File: config.mk
export PLATFORM = sky130hd
export DESIGN_NAME = dec_result_buffer
export DESIGN_NICKNAME = d
export VERILOG_FILES = /design/src/rtl/enc_dec_pkg.sv /design/src/rtl/dec_result_fifo.sv /design/src/rtl/dec_result_buffer.sv
export SDC_FILE = /design/constraint.sdc
export NUM_CORES = 1
export LEC_CHECK = 0
export ABC_CLOCK_PERIOD_IN_PS = 9550
export CORE_ASPECT_RATIO = 2
export CORE_MARGIN = 4
export CORE_UTILIZATION = 61
export CTS_BUF_LIST = sky130_fd_sc_hd__clkbuf_4
export DETAILED_ROUTE_END_ITERATION = 8
export PLACE_DENSITY = 0.95
export SLEW_MARGIN = 20
export SYNTH_ARGS = -nofsm -noshare
export SYNTH_HDL_FRONTEND = slang
export SYNTH_SLANG_ARGS = --single-unit
File: constraint.sdc
create_clock -name clk -period 9.55 [get_ports clk]
set_clock_uncertainty 0.15 [all_clocks]
set_input_delay 2.3875 -clock clk [delete_from_list [all_inputs] [get_ports clk]]
set_output_delay 2.3875 -clock clk [all_outputs]
set_load 0.05 [all_outputs]
File: src/rtl/enc_dec_pkg.sv
// Shared types and helpers for the decoder result path.
// Error classification encoding and counter saturation check.
package enc_dec_pkg;

  typedef logic [1:0] num_errors_t;

  localparam num_errors_t NUM_ERR_NONE    = 2'b00;
  localparam num_errors_t NUM_ERR_SINGLE  = 2'b01;
  localparam num_errors_t NUM_ERR_DOUBLE  = 2'b10;
  localparam num_errors_t NUM_ERR_ILLEGAL = 2'b11;

  function automatic logic cnt_at_max(
    input logic [63:0] cnt,
    input int unsigned width
  );
    logic [63:0] max_v;
    if (width >= 64) max_v = '1;
    else max_v = (64'd1 << width) - 64'd1;
    return cnt == max_v;
  endfunction

endpackage

File: src/rtl/dec_result_fifo.sv
// Generic synchronous FIFO with occupancy counter.
// Storage is reset so the head never reads as X.
module dec_result_fifo #(
  parameter int W     = 34,
  parameter int DEPTH = 4,
  localparam int AW   = $clog2(DEPTH)
) (
  input  logic         clk,
  input  logic         rst,
  input  logic         push,
  input  logic         pop,
  input  logic [W-1:0] wdata,
  output logic [W-1:0] rdata,
  output logic         full,
  output logic         empty,
  output logic [AW:0]  fill_level
);

  logic [W-1:0]  mem [DEPTH];
  logic [AW-1:0] wr_ptr;
  logic [AW-1:0] rd_ptr;
  logic          wr_en;
  logic          rd_en;

  assign full  = fill_level == (AW+1)'(DEPTH);
  assign empty = fill_level == '0;
  assign wr_en = push & ~full;
  assign rd_en = pop & ~empty;
  assign rdata = mem[rd_ptr];

  always_ff @(posedge clk or posedge rst) begin
    if (rst) begin
      for (int i = 0; i < DEPTH; i++)
        mem[i] <= '0;
    end else if (wr_en) begin
      mem[wr_ptr] <= wdata;
    end
  end

  // Pointers wrap naturally; full/empty come from fill_level only
  always_ff @(posedge clk or posedge rst) begin
    if (rst) begin
      wr_ptr     <= '0;
      rd_ptr     <= '0;
      fill_level <= '0;
    end else begin
      if (wr_en) wr_ptr <= wr_ptr + 1'b1;
      if (rd_en) rd_ptr <= rd_ptr + 1'b1;
      unique case ({wr_en, rd_en})
        2'b10:   fill_level <= fill_level + 1'b1;
        2'b01:   fill_level <= fill_level - 1'b1;
        default: fill_level <= fill_level;
      endcase
    end
  end

endmodule

File: src/rtl/dec_result_buffer.sv
// Registered output stage behind the decoder output controller.
// Buffers results and keeps saturating error statistics.
module dec_result_buffer
  import enc_dec_pkg::*;
#(
  parameter int DATA_WIDTH = 32,
  parameter int FIFO_DEPTH = 4,
  parameter int CNT_WIDTH  = 16
) (
  input  logic                        clk,
  input  logic                        rst,
  input  logic                        in_valid,
  output logic                        in_ready,
  input  logic [DATA_WIDTH-1:0]       in_data,
  input  logic [1:0]                  in_num_of_errors,
  output logic                        out_valid,
  input  logic                        out_ready,
  output logic [DATA_WIDTH-1:0]       out_data,
  output logic [1:0]                  out_num_of_errors,
  input  logic                        clr_counters,
  output logic [CNT_WIDTH-1:0]        cnt_single,
  output logic [CNT_WIDTH-1:0]        cnt_double,
  output logic                        sticky_double,
  output logic [$clog2(FIFO_DEPTH):0] fill_level
);

  localparam int PW = DATA_WIDTH + 2;

  logic          rdy_q;
  logic          full;
  logic          empty;
  logic          push;
  logic          pop;
  logic [PW-1:0] rdata;
  num_errors_t   in_cls;

  // Held low until the first edge after reset release
  always_ff @(posedge clk or posedge rst) begin
    if (rst) rdy_q <= 1'b0;
    else rdy_q <= 1'b1;
  end

  assign in_ready  = rdy_q & ~full;
  assign out_valid = ~empty;
  assign push      = in_valid & in_ready;
  assign pop       = out_valid & out_ready;
  assign in_cls    = in_num_of_errors;

  assign out_data          = rdata[DATA_WIDTH-1:0];
  assign out_num_of_errors = rdata[PW-1 -: 2];

  dec_result_fifo #(
    .W     (PW),
    .DEPTH (FIFO_DEPTH)
  ) u_fifo (
    .clk        (clk),
    .rst        (rst),
    .push       (push),
    .pop        (pop),
    .wdata      ({in_num_of_errors, in_data}),
    .rdata      (rdata),
    .full       (full),
    .empty      (empty),
    .fill_level (fill_level)
  );

  always_ff @(posedge clk or posedge rst) begin
    if (rst) begin
      cnt_single    <= '0;
      cnt_double    <= '0;
      sticky_double <= 1'b0;
    end else if (clr_counters) begin
      cnt_single    <= '0;
      cnt_double    <= '0;
      sticky_double <= 1'b0;
    end else if (push) begin
      unique case (1'b1)
        in_cls == NUM_ERR_SINGLE: begin
          if (!cnt_at_max(64'(cnt_single), CNT_WIDTH))
            cnt_single <= cnt_single + 1'b1;
        end
        in_cls == NUM_ERR_DOUBLE,
        in_cls == NUM_ERR_ILLEGAL: begin
          sticky_double <= 1'b1;
          if (!cnt_at_max(64'(cnt_double), CNT_WIDTH))
            cnt_double <= cnt_double + 1'b1;
        end
        default: ;
      endcase
    end
  end

endmodule

== Word level (Yosys, flattened, before mapping) ==
Cells that the tools add are included.

* Register bits: 177
* Output and inout bits: 72
* Word-level logic and storage cells: 73

* $add $sub $neg: 6
* Order comparisons: 3
* Eq/ne operators: 10
* Mux-type cells: 24
* Bitwise gates (word level): 9
* Reduce and logical (&&, ||, !) cells: 10

{| class="wikitable"
|+ Operators by type and width
! operator !! count
|-
| 64-bit 2-to-1 mux || 6
|-
| 136-bit bitwise mux || 1
|-
| 16-bit by 64-bit == test with 1-bit output || 2
|-
| 16-bit 2-to-1 mux || 8
|-
| 34-bit 2-to-1 mux || 3
|-
| 34-bit binary-select mux with 2-bit select || 1
|-
| 34-bit demux with 2-bit select || 1
|-
| 16-bit by 1-bit adder with 16-bit output, second input constant || 2
|-
| 2-bit nonzero test || 4
|-
| 2-bit == test, second input constant || 3
|-
| 3-bit >= comparator, second input constant || 2
|-
| 2-bit NOT with 3-bit output || 2
|-
| 3-bit one-hot mux with 2 select lines || 1
|-
| 3-bit AND reduction || 2
|-
| 1-bit bitwise AND || 5
|-
| 2-bit by 1-bit adder with 2-bit output, second input constant || 2
|-
| 2-bit by 1-bit == test with 1-bit output, second input constant || 2
|-
| 2-bit inequality test, second input constant || 2
|-
| 3-bit by 1-bit adder with 3-bit output, second input constant || 1
|-
| 3-bit == test, second input constant || 1
|-
| 3-bit logical NOT || 1
|-
| 3-bit by 1-bit less-than comparator with 1-bit output, second input constant || 1
|-
| 1-bit 2-to-1 mux || 3
|-
| 3-bit by 1-bit subtractor with 3-bit output, second input constant || 1
|-
| other kinds (4) || 5
|}

== Logic depth before layout (Yosys ltp) ==
* Word-level depth: 11
* Mapped depth: 9
* Gate-level depth less buffers: 9

== Modules after synthesis ==
Synthesis repeated with hierarchy kept, for this count alone.

* Cell total of the unflattened synthesis: 574
* Area total of the unflattened synthesis: 8370.5 µm²

{| class="wikitable"
|+ Modules (own cells, without submodules)
! module !! instances !! cells an instance !! area an instance (µm²) !! seq. area each (µm²)
|-
| dec_result_fifo || 1 || 367 || 6324.8 || 3578.4
|-
| dec_result_buffer || 1 || 207 || 2045.7 || 850.8
|}

== Worst setup path before layout ==
Ideal clock, no wire load.

* Path kind: reg2out
* From: register u_fifo.rd_ptr[1]
* To: output out_data[30]
* Data arrival time: 1797 ps
* Path slack: 5215 ps
* Stages on the path, launching flop included: 4
* Path through: dfrtp_1 clkbuf_1 clkbuf_1 mux4_2

* Cells in the longest elaborated chain, start to end: 4

{| class="wikitable"
|+ Ends and longest elaborated chain
! element !! RTL line !! RTL
|-
| start: declaration || dec_result_fifo.sv:21 || <nowiki>logic [AW-1:0] rd_ptr;</nowiki>
|-
| start signal: assignment || dec_result_fifo.sv:48 || <nowiki>if (rd_en) rd_ptr <= rd_ptr + 1'b1;</nowiki>
|-
| 2-bit NOT with 3-bit output (not written as such) || dec_result_fifo.sv:29 || <nowiki>assign rdata = mem[rd_ptr];</nowiki>
|-
| 34-bit binary-select mux with 2-bit select || dec_result_fifo.sv:29 ||
|-
| 34-bit 2-to-1 mux (not written as such) (2 in a row) || dec_result_fifo.sv:29 ||
|-
| end: declaration || dec_result_buffer.sv:18 || <nowiki>output logic [DATA_WIDTH-1:0] out_data,</nowiki>
|}

Every way passes these cells. The select of a mux whose other input is x is not followed.

== Final worst setup path ==
* From: register u_fifo.rd_ptr[0]
* To: output out_num_of_errors[1]

* Cells in the longest elaborated chain, start to end: 4

{| class="wikitable"
|+ Ends and longest elaborated chain
! element !! RTL line !! RTL
|-
| 2-bit NOT with 3-bit output (not written as such) || dec_result_fifo.sv:29 ||
|-
| 34-bit binary-select mux with 2-bit select || dec_result_fifo.sv:29 ||
|-
| 34-bit 2-to-1 mux (not written as such) (2 in a row) || dec_result_fifo.sv:29 ||
|-
| end: declaration || dec_result_buffer.sv:19 || <nowiki>output logic [1:0] out_num_of_errors,</nowiki>
|}

Every way passes these cells. The select of a mux whose other input is x is not followed.

==> impl_results.md <==
* Status: complete, no violations
* R2R Setup Slk at 7.11 ns
* Synth top area share at 54.2%
* DR vias at 5366
* WHS Path Cells at 1
* Congestion Overflow GR at 0
* Wire per inst at 21.1 µm
* RePlAce Congestion at 0.887
* Area Growth Syn to Fin at 18.8%
* DP Wirelength at 12600 µm
* TritonCTS Buffers at 17
* Post-synthesis sequential area ratio at 54.2%
* GRT met1 Usage at 27.5%
* PD cells at 344 mW/mm²
* Pint at 1.96 mW
* Largest cells by area after synthesis: dfrtp_1 54%, mux2_2 20%, mux4_2 9.4%, o31ai_1 1.5%, or4_1 1.5%
* Hold endpoint: u_fifo.mem[67]
* Placeable core region at 0.0131 mm²
* Hold buffer count at cts at 0
* Clock power frac at 12.8%
* R2R Path Start: cnt_single[0]
* # clock sinks at 177
* CP Max Fanout at 36
* Unique masters post-synth at 43
* Die H at 172 µm
* Largest net degree at the start of global routing at 107
* Synthesized netlist net count at 628
* CTS tree: built
* Peak supply drop at 203 µV
* Initial antenna violation count at 1
* Fmax at 0.184 GHz
* Synth top cells by count: 177 x dfrtp_1, 144 x mux2_2, 34 x mux4_2, 27 x clkbuf_1, 23 x a21oi_1
* Gr busiest metal: met2
* Finished Core Util at 74.3%
* Antenna viol nets, final at 0
* Reg power frac at 39.2%
* Post-CTS setup buffer count at 0
* Met3 usage at 4.03%
* Syn. warnings at 0
* WP data required at 7.01 ns
* Leakage at 4.01 nW
* Async set or reset register ratio after synthesis at 100%
* EDFF count, synth at 0
* Post-synthesis instance total at 581
* Setup TNS at 0 ns
* Max-slew violation count at 0
* Synth Register Bits at 177
* Critical path startpoint: u_fifo.rd_ptr[0]
* Total of max-cap violations at 0
* Count leader, synth: dfrtp_1
* Die Span X at 89.9 µm
* Buffers on Ports at 110
* Final Hold Viols at 0
* Yosys top cell by area: dfrtp_1
* Die area at 0.0154 mm²
* Kind of critical path: flip-flop to output pin
* Rel. slew slack at 36.4%
* H-tree levels at 4
* Final nets at 731
* Vias per cell at 6.31
* Psw at 1.38 mW
* Post-route DRC violation count at 0
* Actual slew at the worst max-slew pin at 0.954 ns
* Initial Utilization at 62.6%
* R2r endpoint: cnt_single[15]
* Mapped cell area at 0.00818 mm²
* I/O Pins at 111
* CTS clk-pin slew, worst paths at 0.15 ns
* First-pass GRT wire length at 29900 µm
* Routed Wire Length at 18000 µm
* GRT Resource Usage Total at 24.4%
* First drt pass iteration count at 5
* Minimum clock period at 5.44 ns
* Setup violators final at 0
* Synthesized area per cell at 14.1 µm²
* RSZ-0062 raised after global routing: no
* Clock tree buffer depth at 2
* Comb pwr share at 48.0%
* Initial drt markers at 286
* FF-to-FF path depth at 5
* Met2 Use GR at 46.4%
* PostCTS Resize Cnt at 0
* Sw Ratio at 41.3%
* Hold_sp: u_fifo.mem[67]
* Proportion of layout cells with a drive suffix above 1 at 33.0%
* Tcrit/Tclk final at 57.0%
* Row cnt at 59
* Root buffer cell: clkbuf_4
* Arr. time, crit path at 2.90 ns
* Vias in the first global route at 5908
* Clock latency on the worst-skew pair at 0.52 ns
* HP Class: flip-flop to flip-flop
* Main synth FF type: dfrtp_1
* Worst setup SP type: flip-flop
* Worst Setup End Kind: output pin
==> worst max-delay path, cell delays in order (launching register included) <==
cell and delay, ns:
dfrtp_2 1.02, mux4_2 0.63, clkdlybuf4s50_1 0.72
==> per-stage QoR <==
step                      setup WS (ns)  hold slack (ns)  power [mW]  area (µm²)  instances
after floorplan                    2.21            0.324        2.44        8180        581
after global placement             4.58            0.332        2.84        9390        817
after detailed placement           4.51            0.341        2.94        9400        817
after CTS                          3.88            0.377        3.37        9700        849
after global routing               3.95            0.389        3.50        9710        850
final                              4.11            0.374        3.34        9710        850
==> kinds of logic (layout without fill, tap and decap cells) <==
group                      after synthesis  count (layout)  share of synthesized area, %
buffers and inverters                   43             159                          2.11
xor gates and xnor gates                 6               6                         0.643
and+or+nand+nor                        117             117                          8.66
DFF                                    177             177                          54.2
muxes                                  180             180                          29.4
adders and majority gates                8               8                          1.32
AOI/OAI and AO/OA                       49              49                          3.60
other                                    1               2                        0.0459
==> how the worst max path moves through the flow <==
| stage | endpoint | cells past startpoint |
|---|---|---|
| floorplan | cnt_double[0] | 1 |
| global placement | out_data[27] | 2 |
| detailed placement | out_data[23] | 2 |
| CTS | out_data[23] | 2 |
| global route | out_data[3] | 2 |
| finish | out_num_of_errors[1] | 2 |
==> registers in the layout, summed over array words and instances, names as in the netlist <==
name,cells
rdy_q,1
u_fifo.fill_level,3
u_fifo.rd_ptr,2
cnt_double,16
cnt_single,16
sticky_double,1
u_fifo.mem,136
u_fifo.wr_ptr,2
==> placed cells by master, fill, tap and decap left out, types with 12 or more instances in the layout <==
master,Yosys,layout
mux4_2,34,34
nand2_1,18,18
clkbuf_4,0,18
a21oi_1,23,23
nand3_1,15,15
nor2_1,12,12
o31ai_1,16,16
or4_1,16,16
mux2_2,144,144
clkdlybuf4s50_1,0,110
dfrtp_1,177,175
==> layout make-up <==
cell class                      count  area (µm²)
Antenna cell                        1        2.50
Clock buffer                       18         135
Clock inverter                     14         168
Fill cell                         829        3360
Inverter                           11        46.3
Multi-Input combinational cell    361        3590
Sequential cell                   177        4430
Tap cell                          152         190
Timing Repair Buffer              116        1150
==> routing by layer <==
layer / vias up / part of all wire (%)
met1: 2772 / 37
met2: 167 / 58
met4: 0 / 2.0
met3: 32 / 3.7
li1: 2395 / -
met5: - / 0
==> power groups by stage <==
| stage | clock network, mW | registers (mW) | logic [mW] |
|---|---|---|---|
| after CTS | 0.443 | 1.30 | 1.62 |
| after global routing | 0.477 | 1.34 | 1.68 |
| after detailed placement | 0 | 1.32 | 1.62 |
| after global placement | 0 | 1.28 | 1.56 |
| final | 0.428 | 1.31 | 1.60 |
| after floorplan | 0 | 1.19 | 1.25 |
No activity file was read; power rests on OpenSTA's default activity.
